## src/rtl/freq_meas_ctrl.sv

```systemverilog
// Auto-ranging sequencer for an equal-precision period counter: arms a gate of N edges,
// re-ranges N by x4 or /4 to keep the tick count within a window, and detects a missing signal.
module freq_meas_ctrl #(
    parameter logic [15:0] N_INIT      = 16'd1,
    parameter logic [15:0] N_MAX       = 16'd4096,
    parameter logic [31:0] TICKS_LO    = 32'd2_000_000,
    parameter logic [31:0] TICKS_HI    = 32'd40_000_000,
    parameter logic [31:0] TIMEOUT_CYC = 32'd50_000_000,
    parameter logic [7:0]  SETTLE_CYC  = 8'd8,
    parameter logic [2:0]  RANGE_TRIES = 3'd4
) (
    input  logic        sys_clk,
    input  logic        sys_rst_n,
    input  logic        start,
    input  logic        cont_mode,
    input  logic        abort,
    output logic        meas_start,
    output logic [15:0] meas_n,
    input  logic        meas_done,
    input  logic [31:0] meas_ticks,
    output logic        res_valid,
    input  logic        res_ready,
    output logic [15:0] res_n,
    output logic [31:0] res_ticks,
    output logic        res_timeout,
    output logic        busy
);

    typedef enum logic [2:0] {
        S_IDLE,
        S_ARM,
        S_WAIT,
        S_EVAL,
        S_OUT
    } state_t;

    state_t      r_state;
    state_t      w_state_nxt;
    logic [7:0]  r_settle;
    logic [31:0] r_tmo;
    logic [2:0]  r_try;
    logic [15:0] r_meas_n;
    logic        r_meas_start;
    logic [31:0] r_ticks;
    logic [15:0] r_res_n;
    logic [31:0] r_res_ticks;
    logic        r_res_timeout;

    logic        w_settle_done;
    logic        w_tmo_hit;
    logic [17:0] w_n_up_wide;
    logic [15:0] w_n_up;
    logic [15:0] w_n_shr;
    logic [15:0] w_n_dn;
    logic        w_tries_left;
    logic        w_go_up;
    logic        w_go_dn;

    assign w_settle_done = (r_settle == SETTLE_CYC);
    assign w_tmo_hit     = (r_tmo == TIMEOUT_CYC - 32'd1);

    // Widen before the x4 step so N_MAX clamping sees the true product.
    assign w_n_up_wide   = {2'b00, r_meas_n} << 2;
    assign w_n_up        = (w_n_up_wide > {2'b00, N_MAX}) ? N_MAX : w_n_up_wide[15:0];
    assign w_n_shr       = r_meas_n >> 2;
    assign w_n_dn        = (w_n_shr == 16'd0) ? 16'd1 : w_n_shr;

    assign w_tries_left  = (r_try < RANGE_TRIES);
    assign w_go_up       = w_tries_left && (r_ticks < TICKS_LO) && (r_meas_n < N_MAX);
    assign w_go_dn       = w_tries_left && (r_ticks > TICKS_HI) && (r_meas_n > 16'd1);

    always_ff @(posedge sys_clk or negedge sys_rst_n) begin
        if (!sys_rst_n) r_state <= S_IDLE;
        else            r_state <= w_state_nxt;
    end

    always_comb begin
        // NOTE: default assigned first so every path drives w_state_nxt and no latch is inferred.
        w_state_nxt = r_state;
        unique case (r_state)
            S_IDLE: if (start)         w_state_nxt = S_ARM;
            S_ARM:  if (w_settle_done) w_state_nxt = S_WAIT;
            S_WAIT: begin
                if (meas_done)      w_state_nxt = S_EVAL;
                else if (w_tmo_hit) w_state_nxt = S_OUT;
            end
            S_EVAL: w_state_nxt = (w_go_up || w_go_dn) ? S_ARM : S_OUT;
            S_OUT:  if (res_ready) w_state_nxt = cont_mode ? S_ARM : S_IDLE;
            default: w_state_nxt = S_IDLE;
        endcase
        if (abort) w_state_nxt = S_IDLE;
    end

    always_ff @(posedge sys_clk or negedge sys_rst_n) begin
        if (!sys_rst_n) begin
            r_settle      <= 8'd0;
            r_tmo         <= 32'd0;
            r_try         <= 3'd0;
            r_meas_n      <= N_INIT;
            r_meas_start  <= 1'b0;
            r_ticks       <= 32'd0;
            r_res_n       <= 16'd0;
            r_res_ticks   <= 32'd0;
            r_res_timeout <= 1'b0;
        end else begin
            r_meas_start <= (r_state == S_ARM) && (w_state_nxt == S_WAIT);
            r_settle     <= ((r_state == S_ARM) && (w_state_nxt == S_ARM)) ? r_settle + 8'd1 : 8'd0;
            r_tmo        <= ((r_state == S_WAIT) && (w_state_nxt == S_WAIT)) ? r_tmo + 32'd1 : 32'd0;

            // Try count survives only across EVAL->ARM re-ranges of one measurement.
            if (w_state_nxt == S_IDLE || r_state == S_IDLE || r_state == S_OUT)
                r_try <= 3'd0;
            else if (r_state == S_EVAL && w_state_nxt == S_ARM)
                r_try <= r_try + 3'd1;

            if (!abort) begin
                if (r_state == S_WAIT) begin
                    if (meas_done) begin
                        r_ticks <= meas_ticks;
                    end else if (w_tmo_hit) begin
                        r_res_n       <= r_meas_n;
                        r_res_ticks   <= 32'd0;
                        r_res_timeout <= 1'b1;
                        r_meas_n      <= N_INIT;
                    end
                end else if (r_state == S_EVAL) begin
                    if (w_go_up) begin
                        r_meas_n <= w_n_up;
                    end else if (w_go_dn) begin
                        r_meas_n <= w_n_dn;
                    end else begin
                        r_res_n       <= r_meas_n;
                        r_res_ticks   <= r_ticks;
                        r_res_timeout <= 1'b0;
                    end
                end
            end
        end
    end

    assign meas_start  = r_meas_start;
    assign meas_n      = r_meas_n;
    assign res_valid   = (r_state == S_OUT);
    assign res_n       = r_res_n;
    assign res_ticks   = r_res_ticks;
    assign res_timeout = r_res_timeout;
    assign busy        = (r_state != S_IDLE);

endmodule

```

## config.mk

```make
export PLATFORM = sky130hd
export DESIGN_NAME = freq_meas_ctrl
export DESIGN_NICKNAME = d
export VERILOG_FILES = /design/src/rtl/freq_meas_ctrl.sv
export SDC_FILE = /design/constraint.sdc
export NUM_CORES = 1
export LEC_CHECK = 0
export ABC_AREA = 0
export BUFFER_PORTS_ARGS = -buffer_cell sky130_fd_sc_hd__buf_2
export CAP_MARGIN = 30
export CORE_ASPECT_RATIO = 0.9
export CORE_MARGIN = 10
export CORE_UTILIZATION = 45
export CTS_CLUSTER_DIAMETER = 100
export DETAILED_ROUTE_END_ITERATION = 16
export HOLD_SLACK_MARGIN = 0.03
export PLACE_DENSITY_LB_ADDON = 0.25
export RECOVER_POWER = 25
export SLEW_MARGIN = 15
export SYNTH_ARGS = -nofsm -noshare
export SYNTH_HDL_FRONTEND = slang
export SYNTH_SLANG_ARGS = --single-unit
export TNS_END_PERCENT = 1
```

## constraint.sdc

```tcl
create_clock -name sys_clk -period 5.2 [get_ports sys_clk]
set_clock_uncertainty 0.15 [all_clocks]
set_input_delay 1.04 -clock sys_clk [delete_from_list [all_inputs] [get_ports sys_clk]]
set_output_delay 1.04 -clock sys_clk [all_outputs]
set_load 0.05 [all_outputs]
```

# Yosys cells after proc, flatten, opt, wreduce, memory -nomap -nowiden

Cells that the tools add are included.

$add $sub $neg: 3
Order comparisons: 6
Equal/unequal tests: 12
Multiplexer cells: 39
Bitwise operators: 1
Reduce and logical (&&, ||, !) cells: 21

Operators with widths:

| cell                    | count |
|---|---|
| $mux W32                | 7 |
| $mux W16                | 13 |
| $add A32 B1 Y32 const B | 1 |
| $eq A32 B26 Y1 const B  | 1 |
| $gt A32 B26 Y1 const B  | 1 |
| $lt A32 B21 Y1 const B  | 1 |
| $mux W3                 | 9 |
| $gt A18 B13 Y1 const B  | 1 |
| $gt A16 B1 Y1 const B   | 1 |
| $logic_not A16 Y1       | 1 |
| $lt A16 B13 Y1 const B  | 1 |
| $pmux W3 S5             | 1 |
| $mux W14                | 1 |
| $eq A3 B2 Y1 const B    | 3 |
| $add A8 B1 Y8 const B   | 1 |
| $eq A8 B4 Y1 const B    | 1 |
| $logic_and A1 B1 Y1     | 8 |
| $mux W8                 | 1 |
| $mux W1                 | 7 |
| $eq A3 B1 Y1 const B    | 2 |
| $logic_not A3 Y1        | 2 |
| $reduce_and A6 Y1       | 1 |
| $reduce_bool A3 Y1      | 2 |
| $reduce_and A5 Y1       | 1 |
| 9 further kinds         | 14 |

Bits in registers: 144
Logic and storage cells: 92

# Depth between registers and ports, before layout

Gate-level depths: netlist of the first run.

Depth after elaboration: 11
Mapped depth: 9

# Least setup slack after synthesis of the first run

OpenSTA, ideal clock, no wires.

Path type: input to register
Start point: in meas_done
End point: reg r_meas_n[10] (netlist: meas_n[10])
Library setup time: 0.128 ns
Arrival time: 2.781 ns
Data required time: 4.922 ns
Slack: 2.141 ns
Cell stages on the path: 7
Cells stage by stage: nor4_1 -> nand3_1 -> nor4_1 -> o21ai_0 -> a21oi_2 -> buf_2 -> mux2_1

Word-level cells in the longest chain between the ends: 2

RTL lines:

| item                               | RTL line | source |
|---|---|---|
| start: declaration                 | 19       | `input logic meas_done,` |
| $ne A2 B2 Y1 (no source line)      | -        |  |
| $reduce_and A5 Y1 (no source line) | -        |  |
| end signal: assignment             | 128      | `r_meas_n <= w_n_up;` |
| end signal: assignment             | 130      | `r_meas_n <= w_n_dn;` |
| end: declaration                   | 42       | `logic [15:0] r_meas_n;` |

No other way between the ends.
A chain may end at the register's enable or synchronous reset.

# Final worst setup path of the first run

Start point: reg r_ticks[28]
End point: reg r_res_ticks[13] (netlist: res_ticks[13])

Word-level cells in the longest chain between the ends: 5
Elaborated cells on any way between the ends: 9

RTL lines:

| item                                                       | RTL line | source |
|---|---|---|
| start: declaration                                         | 44       | `logic [31:0] r_ticks;` |
| start signal: assignment                                   | 119      | `r_ticks <= meas_ticks;` |
| $gt A32 B26 Y1 or $lt A32 B21 Y1 (tied branches)           | 70, 69   |  |
| $logic_and A1 B1 Y1, on equally long branches (2 in a row) | 70, 69   |  |
| $ne A2 B1 Y1 (no source line)                              | -        |  |
| $reduce_and A6 Y1 (no source line) (*)                     | -        |  |
| end signal: assignment                                     | 133      | `r_res_ticks <= r_ticks;` |
| end: declaration                                           | 46       | `logic [31:0] r_res_ticks;` |

Mark *: on every way between the ends. The rest lies on a longest branch, timed or not.

==> run summary, run 1 <==
Synth warnings: 0
CP Capture Type: flop
Post-Synthesis Cells: 543
num ports: 107
Final Hold Viols: 0
first-pass GRT wire length: 25300 µm
later-pin clock latency in the skew report: 0.43 ns
DR DRC count: 0
Die Y: 133 µm
Post-synth EDFFs: 0
P&R area growth vs syn: 20.8%
WL final: 15300 µm
total of max-cap violations: 1
r2r setup slk: 1.57 ns
postcts setup bufs: 0
dominant synthesized flop cell: dfrtp_1
port bufs: 106
Max Clock Freq: 0.276 GHz
hold path depth: 1
Final period util: 69.7%
Placed Instance Area: 7040 µm²
Max Slew Vio Count: 54
fillcell total: 1217
Initial Util: 45.6%
Comb power frac: 4.4%
initial DRC count: 273
setup ws final: 1.57 ns
PD cells: 317 nW/µm²
post-layout instance area: 7650 µm²
Netlist cell types: 54
hold slack: 0.334 ns
register bit total from synthesis: 144
CTS buffer count: 17
worst-path fanout max: 31
Synth top cells by count: dfrtp_1 (143), nor2_1 (65), mux2_2 (38)
ratio of cells with drive above 1 in the final layout: 29.1%
post-route ant nets: 0
asr flop ratio synth: 100%
Fin Setup TNS: 0 ns
hold endpoint: res_n[9]$_DFFE_PN0P_
CTS Hold Bufs: 0
cell area after synthesis: 6330 µm²
worst-margin pin slew: 2.89 ns
Rows: 41
unrepaired setup endpoints after global routing: no
Final nets: 697
Peak supply drop: 0.223 mV
HP Start: res_n[9]$_DFFE_PN0P_
Setup WS pre-CTS: 1.21 ns
total number of vias: 4673
Clk pin slew, worst setup/hold paths: 0.06 ns
Worst Path Required: 5.41 ns
Synth area leader: dfrtp_1
CTS tree: done
DR WL/cell: 17.8 µm
sw frac: 23.8%
worst reg2reg startpoint: r_ticks[28]$_DFFE_PN0P_
gp weighted congestion: 0.830
most frequent cell after synthesis: dfrtp_1
Clock Power Share: 48.2%
Arrival @ worst endpoint: 3.84 ns
CTS Sinks: 144
GRT overflow: 0
antenna violations before repair: 1
ranking of synthesized cells by area: dfrtp_1 (56%), mux2_2 (6.8%), a22o_1 (4.4%)
maximum clock path buffer count: 2
leakage: 3.74 nW
Final setup viols: 0
worst reg2reg endpoint: res_ticks[13]$_DFFE_PN0P_
DRT Pass-1 Iters: 4
GRT Util Overall: 16.0%
largest net degree at the start of global routing: 113
max-slew headroom at the worst pin: -92.6%
Mapped Avg Cell Area: 11.7 µm²
post_cts resized: 0
post-synthesis net count: 586
DIE WIDTH: 145 µm
number of global-route vias before repair: 4786
full die area: 19200 µm²
area fraction of the dominant cell type after synthesis: 56.5%
critical path type: flop to flop
Seq/Total Area, Yosys: 56.9%
Avg Vias per Cell: 5.43
DP HPWL: 10800 µm
path depth of the worst reg2reg path: 7
root buf cell: clkbuf_16
status: finished with violations
failing checks: max-capacitance violations, max-slew violations
Power Internal: 0.00185 W
net switching power: 0.000577 W
Tot Pwr: 0.00243 W
Period minus WS final: 3.63 ns
sequential power share: 47.4%
crit path launch type: flop
H-tree depth: 4
Core ar.: 13900 µm²
worst hold path class: flop to flop
-- worst max-delay path by stage --
stage / end / cells past startpoint / slack, ns / from
final: res_ticks[13]$_DFFE_PN0P_ / 7 / 1.57 / r_ticks[28]$_DFFE_PN0P_
after global routing: r_ticks[9]$_DFFE_PN0P_ / 1 / 1.24 / sys_rst_n
after CTS: res_ticks[13]$_DFFE_PN0P_ / 7 / 1.55 / r_ticks[28]$_DFFE_PN0P_
after detailed placement: res_ticks[20]$_DFFE_PN0P_ / 8 / 1.21 / meas_done
after global placement: res_ticks[13]$_DFFE_PN0P_ / 8 / 1.35 / meas_done
after floorplan: meas_n[10]$_DFFE_PN0P_ / 7 / 2.14 / meas_done
-- metrics by stage --
| stage | instances | util [%] |
|---|---|---|
| 2_1_floorplan | 543 | - |
| 3_3_place_gp | 826 | 50.7 |
| 3_5_place_dp | 826 | 50.7 |
| 4_1_cts | 858 | 54.8 |
| 5_1_grt | 860 | 55.0 |
| 6_report | 861 | 55.0 |
-- layer usage --
metal / global-route usage, % / share of wire [%] / vias up
met2: 24.9 / 47 / 108
met5: 0 / 0 / -
met3: 5.28 / 5.6 / 18
li1: - / - / 2189
met1: 20.7 / 46 / 2358
met4: 5.11 / 1.3 / 0
-- worst max-delay path: stages, from the launching register on --
cell     delay, ns
dfrtp_1       0.39
or4_4         0.56
or4b_4        0.54
or3_1         0.53
mux2_2        0.33
nand3_2       0.52
buf_4         0.36
a22o_1        0.16
-- power by group through the flow --
stage	sequential, W	combinational (W)	clock, W
after floorplan	0.00118	0.0000416	0
after global placement	0.00117	0.000105	0
after detailed placement	0.00117	0.000107	0
after CTS	0.00115	0.000108	0.00118
after global routing	0.00115	0.000119	0.00124
final	0.00115	0.000107	0.00117
-- layout by cell type, fill, tap and decap left out, drive strengths merged, types with 2 or more instances in the layout --
cell / count
and3: 8
o22ai: 2
clkinv: 4
o2bb2ai: 2
a31oi: 4
o21ai: 5
a22oi: 2
o32ai: 3
a211oi: 2
ha: 4
dfrtp: 143
clkbuf: 20
a21oi: 16
nand2b: 3
nor4b: 2
nor3b: 3
a22o: 32
or4b: 3
mux2: 58
xor2: 20
nor4: 13
or2: 2
and2: 3
xnor2: 16
or3: 3
buf: 113
nand2: 31
inv: 15
nor3: 10
nand4: 10
clkinvlp: 3
nor2b: 5
and4: 4
nor2: 65
nand3: 21
or4: 5
-- registers in the layout, indices dropped and copies added, names as in the netlist --
name and cells:
r_ticks 32, r_tmo 32, res_ticks 32, meas_n 16
res_n 16, r_settle 8, r_state 3, r_try 3
meas_start 1, res_timeout 1
-- cells by family after synthesis --
| family | after synthesis | share of synthesized area, % |
|---|---|---|
| AND/OR/NAND/NOR | 193 | 15.5 |
| flip-flops | 144 | 56.9 |
| AO/OA/AOI/OAI | 75 | 8.95 |
| multiplexers | 59 | 10.5 |
| XOR/XNOR | 36 | 4.98 |
| buffers and inverters | 32 | 2.41 |
| adder cells (fa/ha/maj) | 4 | 0.790 |
-- layout make-up --
cell class | count | area [µm²] | share of cell area, %
timing repair buffer | 114 | 617 | 8.06
multi-input combinational | 367 | 2580 | 33.7
tap | 193 | 241 | 3.16
antenna | 1 | 2.50 | 0.0327
sequential | 144 | 3600 | 47.1
clock buffer | 19 | 443 | 5.79
clock inverter | 13 | 128 | 1.67
inverter | 10 | 37.5 | 0.491
Note: power is estimated with default switching activity, not from simulation.
==> run 2, diff against run 1 <==
clock period = 3 ns   (was 5.2 ns; I/O delays follow)
==> run 2 against run 1 <==
  * The flow now finishes without violations
  * Count of clock-buffer cells in the layout unchanged
  * Combinational power increased by 88%
  * Fmax grew 22%
  * Critical path type unchanged
  * Largest power group unchanged
==> run summary, run 2 (synthesis results as in run 1) <==
worst hold path class: primary input to flop (was flop to flop)
Final setup viols: 0 (unchanged)
post-route ant nets: 0 (unchanged)
path depth of the worst reg2reg path: 7 (unchanged)
number of global-route vias before repair: 4940 (was 4786)
Setup WS pre-CTS: -0.0258 ns (was 1.21 ns)
Die Y: 133 µm (unchanged)
CTS Sinks: 144 (unchanged)
worst-margin pin slew: 1.12 ns (was 2.89 ns)
post-layout util: 57.1% (was 55.0%)
Power Internal: 0.00346 W (was 0.00185 W)
full die area: 19200 µm² (unchanged)
net switching power: 0.000931 W (was 0.000577 W)
CP Capture Type: flop (unchanged)
hold endpoint: r_ticks[11]$_DFFE_PN0P_ (was res_n[9]$_DFFE_PN0P_)
worst reg2reg endpoint: res_n[9]$_DFFE_PN0P_ (was res_ticks[13]$_DFFE_PN0P_)
maximum clock path buffer count: 2 (unchanged)
total of max-cap violations: 0 (was 1)
CTS buffer count: 17 (unchanged)
Worst Path Required: 3.15 ns (was 5.41 ns)
commonest non-fill, non-tap cell in the layout: dfrtp_1 (unchanged)
Arrival @ worst endpoint: 3.13 ns (was 3.84 ns)
DP HPWL: 10700 µm (was 10800 µm)
crit path launch type: flop (unchanged)
Core ar.: 13900 µm² (unchanged)
Placed Instance Area: 7190 µm² (was 7040 µm²)
Initial Util: 45.6% (unchanged)
Max Slew Vio Count: 0 (was 54)
num ports: 107 (unchanged)
met2 Resource Use GR: 24.8% (was 24.9%)
status: complete, no violations (was finished with violations)
r2r setup slk: 0.02 ns (was 1.57 ns)
DIE WIDTH: 145 µm (unchanged)
sequential power share: 45.3% (was 47.4%)
worst reg2reg startpoint: r_ticks[29]$_DFFE_PN0P_ (was r_ticks[28]$_DFFE_PN0P_)
hold path depth: 2 (was 1)
Clock Power Share: 50.1% (was 48.2%)
later-pin clock latency in the skew report: 0.42 ns (was 0.43 ns)
DP Cell Count: 839 (was 826)
M1 GR Usage: 21.1% (was 20.7%)
port bufs: 106 (unchanged)
Rows: 41 (unchanged)
post-layout instance area: 7930 µm² (was 7650 µm²)
final non-filler cell total: 877 (was 861)
largest net degree at the start of global routing: 75 (was 113)
Period minus WS final: 2.98 ns (was 3.63 ns)
Final period util: 99.4% (was 69.7%)
H-tree depth: 4 (unchanged)
max-slew headroom at the worst pin: 25.3% (was -92.6%)
unrepaired setup endpoints after global routing: yes (was no)
sw frac: 21.2% (was 23.8%)
GRT Util Overall: 16.2% (was 16.0%)
Tot Pwr: 0.00439 W (was 0.00243 W)
DR DRC count: 0 (unchanged)
Peak supply drop: 0.404 mV (was 0.223 mV)
initial DRC count: 333 (was 273)
DR WL/cell: 17.6 µm (was 17.8 µm)
ratio of cells with drive above 1 in the final layout: 31.8% (was 29.1%)
most frequent cells in the layout: dfrtp_1 (143), buf_2 (105), nor2_1 (64) (unchanged)
gp weighted congestion: 0.798 (was 0.830)
DRT Pass-1 Iters: 4 (unchanged)
gr busiest metal: met2 (unchanged)
Avg Vias per Cell: 5.35 (was 5.43)
critical path type: flop to flop (unchanged)
Final Hold Viols: 0 (unchanged)
worst-path fanout max: 8 (was 31)
first-pass GRT wire length: 25700 µm (was 25300 µm)
met3 Use GR: 5.59% (was 5.28%)
GRT overflow: 0 (unchanged)
total number of vias: 4691 (was 4673)
CTS tree: done (unchanged)
Final nets: 715 (was 697)
P&R area growth vs syn: 25.2% (was 20.8%)
root buf cell: clkbuf_16 (unchanged)
HP Start: meas_ticks[11] (was res_n[9]$_DFFE_PN0P_)
WL final: 15400 µm (was 15300 µm)
Comb power frac: 4.6% (was 4.4%)
antenna violations before repair: 1 (unchanged)
leakage: 3.91 nW (was 3.74 nW)
Max Clock Freq: 0.335 GHz (was 0.276 GHz)
setup ws final: 0.0181 ns (was 1.57 ns)
Clk pin slew, worst setup/hold paths: 0.06 ns (about the same)
PD cells: 553 nW/µm² (was 317 nW/µm²)
==> run 2: changes by cell type in the layout (fill, tap and decap cells not counted), sizes merged <==
cell	change
bufinv	+3
inv	-5
clkbuf	+1
clkinvlp	-1
clkinv	+1
dlygate4sd3	+1
buf	+16
==> run 2: metrics by stage <==
step	hold WS (ns)	TNS [ns]
finish	0.256	0
global route	0.237	-0.363
CTS	0.238	0
detailed placement	0.326	-0.297
global placement	0.318	0
floorplan	0.154	0
==> run 2: cell type report <==
type                    instances  area [µm²]
diodes                          1        2.50
inverters                      10        37.5
clock inverters                11         164
fillers                      1203        5970
multi-input cells             367        2610
well taps                     193         241
clock buffers                  19         453
flip-flops and latches        144        3600
repair buffers                132         816
==> run 2: timing repair <==
item,CTS,global route
setup endpoints to repair,16,26
pin swaps,0,3
gates resized for setup,2,7
cloned,1,1
buffers inserted,1,3
hold endpoints to repair,43,0
hold buffers,1,0
==> run 2: worst max-delay path, stage by stage (launching register included) <==
cell	delay (ns)
dfrtp_1	0.40
or4_4	0.53
or4b_4	0.52
or3_4	0.35
mux2_4	0.28
nand3_4	0.14
clkbuf_16	0.19
mux2_1	0.32
==> run 2: power groups by stage <==
stage	combinational [W]	sequential [W]	clock [W]
final	0.000201	0.00199	0.00220
after global routing	0.000223	0.00199	0.00234
after CTS	0.000204	0.00199	0.00225
after detailed placement	0.000200	0.00202	0
after global placement	0.000196	0.00202	0
after floorplan	0.0000722	0.00204	0
==> run 2: worst max path at each step <==
stage,start,slack [ns],endpoint
6_report,r_ticks[29]$_DFFE_PN0P_,0.02,res_n[9]$_DFFE_PN0P_
5_1_grt,r_ticks[26]$_DFFE_PN0P_,-0.04,res_n[10]$_DFFE_PN0P_
4_1_cts,r_ticks[28]$_DFFE_PN0P_,0.01,res_n[3]$_DFFE_PN0P_
3_5_place_dp,r_ticks[28]$_DFFE_PN0P_,-0.03,res_n[2]$_DFFE_PN0P_
3_3_place_gp,r_ticks[28]$_DFFE_PN0P_,0.04,res_n[13]$_DFFE_PN0P_
2_1_floorplan,r_ticks[28]$_DFFE_PN0P_,0.06,res_n[0]$_DFFE_PN0P_
==> run 2: metal layers <==
layer / wire [µm] / up-vias
met1: 7190 / 2330
met5: 0 / -
met2: 7150 / 122
li1: - / 2224
met4: 150 / 0
met3: 928 / 15
==> run 3, diff against run 2 <==
--- a/config.mk
+++ b/config.mk
@@ -12,5 +12,6 @@
 export CORE_MARGIN = 10
-export CORE_UTILIZATION = 45
+export CORE_UTILIZATION = 30
 export CTS_CLUSTER_DIAMETER = 100
 export DETAILED_ROUTE_END_ITERATION = 16
+export GPL_ROUTABILITY_DRIVEN = 0
 export HOLD_SLACK_MARGIN = 0.03
==> constraint.sdc (replaced) <==
create_clock -name sys_clk -period 3 [get_ports sys_clk]
set_clock_uncertainty 0.15 [all_clocks]
set_input_delay 0.15 -clock sys_clk [delete_from_list [all_inputs] [get_ports sys_clk]]
set_output_delay 0.15 -clock sys_clk [all_outputs]
set_load 0.05 [all_outputs]
==> run 3 against run 2 <==
  * Final area grew 4.4%
  * Via count grew 4.1%
  * Sequential share of layout area shrank 1.9 points
  * Wire length grew 11%
  * Non-clock buffer count grew 32
  * First-iteration DRC count shrank 15%
  * Worst hold slack lost 0.17 ns
  * Critical path depth is the same
  * Cell count grew 14%
  * Largest power group unchanged
==> run summary, run 3 (synthesis results as in run 1) <==
Core ar.: 20800 µm² (was 13900 µm²)
CTS buffer count: 17 (unchanged)
Max Slew Vio Count: 0 (unchanged)
Avg Vias per Cell: 4.87 (was 5.35)
DIE WIDTH: 173 µm (was 145 µm)
Clk pin slew, worst setup/hold paths: 0.06 ns (about the same)
commonest non-fill, non-tap cell in the layout: dfrtp_1 (unchanged)
post-route ant nets: 0 (unchanged)
ratio of cells with drive above 1 in the final layout: 29.3% (was 31.8%)
num ports: 107 (unchanged)
Final nets: 747 (was 715)
total of max-cap violations: 0 (unchanged)
Arrival @ worst endpoint: 3.11 ns (was 3.13 ns)
# diodes: 0 (was 1)
fillcell total: 2031 (was 1203)
max-slew headroom at the worst pin: 0.874% (was 25.3%)
total number of vias: 4881 (was 4691)
DP HPWL: 12100 µm (was 10700 µm)
worst-margin pin slew: 1.49 ns (was 1.12 ns)
leakage: 3.99 nW (was 3.91 nW)
antenna violations before repair: 0 (was 1)
port bufs: 106 (unchanged)
CP Capture Type: flop (unchanged)
crit path launch type: flop (unchanged)
Comb power frac: 5.4% (was 4.6%)
DRT Pass-1 Iters: 4 (unchanged)
Peak supply drop: 0.383 mV (was 0.404 mV)
Power Internal: 0.00341 W (was 0.00346 W)
Final period util: 98.6% (was 99.4%)
worst-path fanout max: 18 (was 8)
Final setup viols: 0 (unchanged)
Fin Setup TNS: 0 ns (unchanged)
post-layout instance area: 8280 µm² (was 7930 µm²)
post-layout util: 39.9% (was 57.1%)
Rows: 50 (was 41)
setup ws final: 0.0419 ns (was 0.0181 ns)
DR DRC count: 0 (unchanged)
Period minus WS final: 2.96 ns (was 2.98 ns)
full die area: 27300 µm² (was 19200 µm²)
largest net degree at the start of global routing: 64 (was 75)
P&R area growth vs syn: 30.7% (was 25.2%)
critical path type: flop to flop (unchanged)
root buf cell: clkbuf_16 (unchanged)
status: complete, no violations (unchanged)
path depth of the worst reg2reg path: 7 (unchanged)
Setup WS pre-CTS: -0.145 ns (was -0.0258 ns)
maximum clock path buffer count: 2 (unchanged)
WL final: 17100 µm (was 15400 µm)
sw frac: 22.1% (was 21.2%)
Placed Instance Area: 7320 µm² (was 7190 µm²)
GRT overflow: 0 (unchanged)
PD cells: 528 nW/µm² (was 553 nW/µm²)
most frequent cells in the layout: dfrtp_1 (143), buf_2 (105), nor2_1 (64) (unchanged)
worst hold path class: primary input to flop (unchanged)
Max Clock Freq: 0.338 GHz (was 0.335 GHz)
Final Hold Viols: 0 (unchanged)
area occupied by registers: 3600 µm² (unchanged)
net switching power: 0.000964 W (was 0.000931 W)
CTS tree: done (unchanged)
Clock Power Share: 49.1% (was 50.1%)
sequential power share: 45.5% (was 45.3%)
CTS Sinks: 144 (unchanged)
r2r setup slk: 0.04 ns (was 0.02 ns)
number of global-route vias before repair: 5079 (was 4940)
H-tree depth: 4 (unchanged)
GRT Util Overall: 12.5% (was 16.2%)
initial DRC count: 283 (was 333)
later-pin clock latency in the skew report: 0.42 ns (about the same)
first-pass GRT wire length: 27500 µm (was 25700 µm)
Worst Path Required: 3.15 ns (about the same)
unrepaired setup endpoints after global routing: yes (unchanged)
Die Y: 158 µm (was 133 µm)
DR WL/cell: 17.0 µm (was 17.6 µm)
hold path depth: 5 (was 2)
Initial Util: 30.5% (was 45.6%)
footprint of the multi-input gates: 2590 µm² (was 2610 µm²)
==> run 3: changes by cell type in the layout (fill, tap and decap cells not counted), moves of 2 or more <==
cell,previous run,this run
mux2_4,6,0
clkbuf_1,0,2
mux2_1,15,20
dlygate4sd3_1,1,35
==> run 3: final cells by class <==
class	count	share of cell area, %
clock buffers	21	5.56
clock inverters	11	1.66
inverters	10	0.453
multi-input cells	367	31.3
flip-flops and latches	144	43.5
well taps	286	4.32
repair buffers	164	13.2
==> run 3: path summary, 6_finish.rpt <==
check / startpoint / endpoint
worst max-delay path: r_ticks[27]$_DFFE_PN0P_ / res_n[11]$_DFFE_PN0P_
worst min-delay path: meas_done / r_state[0]$_DFF_PN0_
worst max register to register: r_ticks[27]$_DFFE_PN0P_ / res_n[11]$_DFFE_PN0P_
worst min register to register: res_n[6]$_DFFE_PN0P_ / res_n[6]$_DFFE_PN0P_
max in group asynchronous: sys_rst_n / res_ticks[13]$_DFFE_PN0P_
min in group asynchronous: sys_rst_n / r_settle[0]$_DFF_PN0_
==> run 3: what timing repair did <==
action / 4_1_cts / 5_1_grt
endpoints found under the hold margin: 94 / 0
buffers inserted: 0 / 2
setup endpoints to repair: 13 / 52
gates resized for setup: 1 / 1
hold buffers: 35 / 0
pin swaps: 0 / 3
cloned: 0 / 0
==> run 3: worst max-delay path: stages (launching register included) <==
cell,delay [ns]
dfrtp_1,0.39
or4_4,0.56
or4b_4,0.52
or3_4,0.34
mux2_2,0.28
nand3_2,0.09
buf_12,0.17
mux2_1,0.34
==> run 3: power by group through the flow <==
| stage | clock network, W | registers [W] | logic (W) |
|---|---|---|---|
| floorplan | 0 | 0.00204 | 0.0000722 |
| global placement | 0 | 0.00202 | 0.000203 |
| detailed placement | 0 | 0.00203 | 0.000207 |
| CTS | 0.00220 | 0.00199 | 0.000244 |
| global route | 0.00228 | 0.00199 | 0.000261 |
| finish | 0.00215 | 0.00199 | 0.000235 |
==> run 3: routing by layer <==
layer / part of all wire, % / track usage (%) / up-vias
met5: 0 / 0 / -
met4: 1.2 / 4.14 / 0
met3: 4.1 / 3.41 / 16
met2: 47 / 19.6 / 104
met1: 48 / 16.4 / 2474
li1: - / - / 2287
==> run 3: per-stage QoR <==
step / power (W) / cells / hold slack (ns)
floorplan: 0.00212 / 543 / -0.296
finish: 0.00437 / 1003 / 0.0882
global route: 0.00453 / 1003 / 0.109
global placement: 0.00223 / 934 / -0.00691
CTS: 0.00443 / 1001 / 0.0583
detailed placement: 0.00223 / 934 / 0.0173
